File: src/rtl/moore_binary_counter_pkg.sv
// moore_binary_counter_pkg: shared state encoding for the 2-bit Moore counter.
//   S0..S3 encode the state as {A,B}.
package moore_binary_counter_pkg;
    typedef enum logic [1:0] {
        S0 = 2'b00,
        S1 = 2'b01,
        S2 = 2'b10,
        S3 = 2'b11
    } state_t;
endpackage

File: src/rtl/d_ff_sync_rstn.sv
// d_ff_sync_rstn: D flip-flop with synchronous active-low reset.
//   clk  : rising-edge clock
//   rstn : synchronous reset, active low, clears q
//   d    : data in
//   q    : registered data out
module d_ff_sync_rstn (
    input  logic clk,
    input  logic rstn,
    input  logic d,
    output logic q
);
    logic q_q;
    logic q_d;
    always_comb begin
        q_d = rstn ? d : 1'b0;
    end
    always_ff @(posedge clk) begin
        q_q <= q_d;
    end
    assign q = q_q;
endmodule

File: src/rtl/moore_binary_counter_beh.sv
// moore_binary_counter_beh: behavioural 2-bit Moore up-counter with count enable.
//   rstn  : synchronous reset, active low, forces S0
//   clk   : rising-edge clock
//   x_in  : count enable; advance one state per edge when high
//   y_out : high only in S3
module moore_binary_counter_beh
    import moore_binary_counter_pkg::*;
(
    input  logic rstn,
    input  logic clk,
    input  logic x_in,
    output logic y_out
);
    state_t state_q;
    state_t state_d;
    always_comb begin
        state_d = state_q;
        case (state_q)
            S0:      state_d = x_in ? S1 : S0;
            S1:      state_d = x_in ? S2 : S1;
            S2:      state_d = x_in ? S3 : S2;
            S3:      state_d = x_in ? S0 : S3;
            default: state_d = S0;
        endcase
    end
    always_ff @(posedge clk) begin
        state_q <= rstn ? state_d : S0;
    end
    assign y_out = (state_q == S3);
endmodule

File: src/rtl/moore_binary_counter_str.sv
// moore_binary_counter_str: gate-level 2-bit Moore up-counter built from two D flip-flops.
//   rstn  : synchronous reset, active low, clears A and B
//   clk   : rising-edge clock
//   x_in  : count enable
//   y_out : A & B
//   A, B  : state MSB and LSB
module moore_binary_counter_str (
    input  logic rstn,
    input  logic clk,
    input  logic x_in,
    output logic y_out,
    output logic A,
    output logic B
);
    logic carry;
    logic a_d;
    logic b_d;
    // A toggles only when the LSB carries out, i.e. B=1 and counting.
    and g_carry (carry, B, x_in);
    xor g_a (a_d, A, carry);
    xor g_b (b_d, B, x_in);
    and g_y (y_out, A, B);
    d_ff_sync_rstn u_ff_a (.clk(clk), .rstn(rstn), .d(a_d), .q(A));
    d_ff_sync_rstn u_ff_b (.clk(clk), .rstn(rstn), .d(b_d), .q(B));
endmodule

File: src/rtl/moore_binary_counter.sv
// moore_binary_counter: runs the behavioural and gate-level counters side by side on one stimulus.
//   rstn      : synchronous reset, active low
//   clk       : rising-edge clock
//   x_in      : count enable
//   y_out     : Moore output of the behavioural variant
//   y_out_str : Moore output of the gate-level variant
//   A, B      : state bits of the gate-level variant
module moore_binary_counter (
    input  logic rstn,
    input  logic clk,
    input  logic x_in,
    output logic y_out,
    output logic y_out_str,
    output logic A,
    output logic B
);
    moore_binary_counter_beh u_beh (
        .rstn (rstn),
        .clk  (clk),
        .x_in (x_in),
        .y_out(y_out)
    );
    moore_binary_counter_str u_str (
        .rstn (rstn),
        .clk  (clk),
        .x_in (x_in),
        .y_out(y_out_str),
        .A    (A),
        .B    (B)
    );
endmodule

File: config.mk
export PLATFORM = sky130hd
export DESIGN_NAME = moore_binary_counter
export DESIGN_NICKNAME = d
export VERILOG_FILES = /design/src/rtl/moore_binary_counter_pkg.sv /design/src/rtl/d_ff_sync_rstn.sv /design/src/rtl/moore_binary_counter_beh.sv /design/src/rtl/moore_binary_counter_str.sv /design/src/rtl/moore_binary_counter.sv
export SDC_FILE = /design/constraint.sdc
export NUM_CORES = 1
export LEC_CHECK = 0
export BUFFER_PORTS_ARGS = -buffer_cell sky130_fd_sc_hd__buf_2
export CORE_AREA = 2 2 39 41
export DETAILED_ROUTE_END_ITERATION = 8
export DIE_AREA = 0 0 41 43
export PLACE_DENSITY_LB_ADDON = 0.2
export SLEW_MARGIN = 20
export SYNTH_ARGS = -nofsm -noshare
export SYNTH_HDL_FRONTEND = slang
export SYNTH_HIERARCHICAL = 1
export SYNTH_SLANG_ARGS = --single-unit
File: constraint.sdc
create_clock -name clk -period 1.2 [get_ports clk]
set_clock_uncertainty 0.1 [all_clocks]
set_input_delay 0.06 -clock clk [delete_from_list [all_inputs] [get_ports clk]]
set_output_delay 0.06 -clock clk [all_outputs]
set_load 0.1 [all_outputs]
==> results.py <==
metrics = {
    "cts": {
        "clock_path_buffers": 2,
        "cts.clk_slew.worst_paths_ns": 0.04,
        "cts_setup_buffers": 0,
        "cts_root_buffer": "clkbuf_4",
        "cts_made_buffers": 3,
        "clk_latency_ns": 0.23,
        "htree_levels": 1,
        "cts_sinks": 4,
        "tritoncts": "built",
    },
    "logic_synthesis": {
        "netlist_instances": 16,
        "seq_area_frac_synth": 0.478,
        "synthTopCellsByArea": "dfxtp_1, and2_1, xor2_1, and2_2, ha_1",
        "synth_top_area_cell": "dfxtp_1",
        "synth-seq-cells": 4,
        "ys_types": 8,
        "synth_top_area_frac": 0.478,
        "yosysWarnings": 6,
        "syn_area_um2": 168,
        "syn_area_per_cell_um2": 10.5,
        "synth_nets": 20,
    },
    "setup_path": {
        "criticalPathCategory": "reg -> out",
        "crit_path_cell_trace": "and2_4, buf_12",
        "required_ns": 1.04,
        "slowest_delay_ns": 0.36,
        "r2r_start": "u_str/u_ff_b/q$_SDFF_PN0_",
        "arrival_ns": 0.93,
        "crit_path_start_kind": "flop",
        "cp_max_fo": 3,
        "cp_slowest_cell": "dfxtp_2",
        "end_kind": "output port",
        "critPathLaunch": "u_str/u_ff_a/q$_SDFF_PN0_",
    },
    "final_layout": {
        "fin_util": 0.231,
        "layout_commonest_cell": "buf_12",
        "fin_nets": 32,
        "fin_area_um2": 320,
        "fillers": 139,
        "drive_gt1_frac": 0.481,
        "antennaDiodeCount": 0,
        "mostFrequentLayoutCells": "buf_12, clkbuf_4, and2_1",
        "syn_to_final_growth_pct": 91.0,
    },
    "sta": {
        "relSlewSlack": 0.923,
        "fmax_ghz": 0.919,
        "final-hold-violation-count": 0,
        "tightest_slew_ns": 0.113,
        "rsz0062_at_grt": "no",
        "finalCritPeriodShare": 0.907,
        "setup_viol": 0,
        "period_minus_slack_ns": 1.09,
        "final_max_slew_viol_count": 0,
        "setup_tns_ns": 0,
    },
    "placed_design": {
        "place_area_um2": 284,
        "hpwl_um": 238,
        "gp_congestion": 0.579,
        "io_buffers": 6,
    },
    "detailed_routing": {
        "vias": 138,
        "wl_um": 312,
        "drc": 0,
        "ant_nets": 0,
        "drt-vias-per-instance": 3.21,
        "firstDrtPassIters": 2,
        "avgRoutedWirePerCell_um": 7.26,
        "first_iter_violations": 6,
    },
    "floorplanning": {
        "design.core.area_um2": 1380,
        "start_util": 0.121,
        "die_area_um2": 1760,
        "ios": 7,
        "die_y_um": 43,
        "die_x_um": 41,
        "rows": 14,
    },
    "power_and_ir_drop": {
        "irDropWorstVdd_mv": 0.876,
        "p_per_area_nw_per_um2": 1480,
        "p_leak_nw": 0.147,
    },
    "global_route": {
        "grt_pass1_wl_um": 607,
        "antenna_found_initial": 0,
        "grt_overflow": 0,
        "grt_use_total": 0.0622,
        "grt_max_degree": 6,
        "grt_pass1_vias": 135,
    },
    "worst_hold_path": {
        "min_from": "x_in",
        "min_path_type": "in -> reg",
    },
    "outcome": {
        "status": "finished clean",
    },
    "flow_run": {
        "drv_cap": 0,
    },
}
[critical path: cells and delay by family (launching register included)]
| kind | cells | cell delay, ns |
|---|---|---|
| AND/OR/NAND/NOR | 1 | 0.16 |
| flip-flops | 1 | 0.36 |
| buffers and inverters | 1 | 0.16 |
[timing repair]
item	4_1_cts	5_1_grt
hold endpoints to repair	3	0
gates resized for setup	0	0
hold buffers	1	0
[Yosys cell counts, drive strengths merged]
cell type	number
and2	5
dfxtp	4
nand2	2
xor2	2
ha	1
mux2i	1
nand2b	1
[layout make-up]
cell class | instances | area (um^2) | area share
flip-flops and latches | 4 | 85.1 | 0.266
clock buffers | 4 | 26.3 | 0.0820
multi-input cells | 12 | 88.8 | 0.277
repair buffers | 7 | 100 | 0.313
well taps | 16 | 20.0 | 0.0625
[power breakdown]
group	internal, mW	leakage [nW]	total [mW]	switching (mW)
clock	0.125	0.0150	0.182	0.0574
combinational	0.0519	0.0977	0.130	0.0783
sequential	0.148	0.0340	0.161	0.0131
[kinds of logic after synthesis]
| kind of cell | after synthesis | share of synthesized area |
|---|---|---|
| AND/OR/NAND/NOR | 8 | 0.284 |
| adder cells (fa/ha/maj) | 1 | 0.0746 |
| multiplexers | 1 | 0.0597 |
| flip-flops | 4 | 0.478 |
| XOR/XNOR | 2 | 0.104 |
[worst paths after layout]
path | cells past startpoint | slack (ns) | end
setup / recovery | 2 | 0.11 | y_out_str
hold / removal | 3 | 0.05 | u_beh/state_q[1]$_SDFF_PN0_
setup reg to reg | 3 | 0.18 | u_str/u_ff_a/q$_SDFF_PN0_
hold reg to reg | 2 | 0.37 | u_beh/state_q[1]$_SDFF_PN0_
[sequential cells by signal, summed over array words and instances (netlist names)]
name and count:
u_beh/state_q 2, u_str/u_ff_a/q 1, u_str/u_ff_b/q 1
[stage by stage]
stage / total power [mW] / hold slack [ns] / setup WS, ns / instances
2_1_floorplan: 0.242 / 0.0817 / -0.0409 / 16
3_3_place_gp: 0.289 / 0.216 / 0.191 / 38
3_5_place_dp: 0.291 / 0.233 / 0.187 / 38
4_1_cts: 0.486 / 0.0471 / 0.0928 / 43
5_1_grt: 0.522 / 0.0646 / 0.0521 / 43
6_report: 0.473 / 0.0517 / 0.112 / 43
[metal layers]
metal | routed length [um] | vias to the layer above | GRT usage | share of wire
li1 | - | 71 | - | -
met1 | 134 | 56 | 0.0545 | 0.43
met2 | 115 | 11 | 0.0656 | 0.37
met3 | 62 | 0 | 0.0942 | 0.20
met4 | 0 | 0 | 0.0400 | 0
met5 | 0 | - | 0 | 0
No activity file was read; power rests on OpenSTA's default activity.
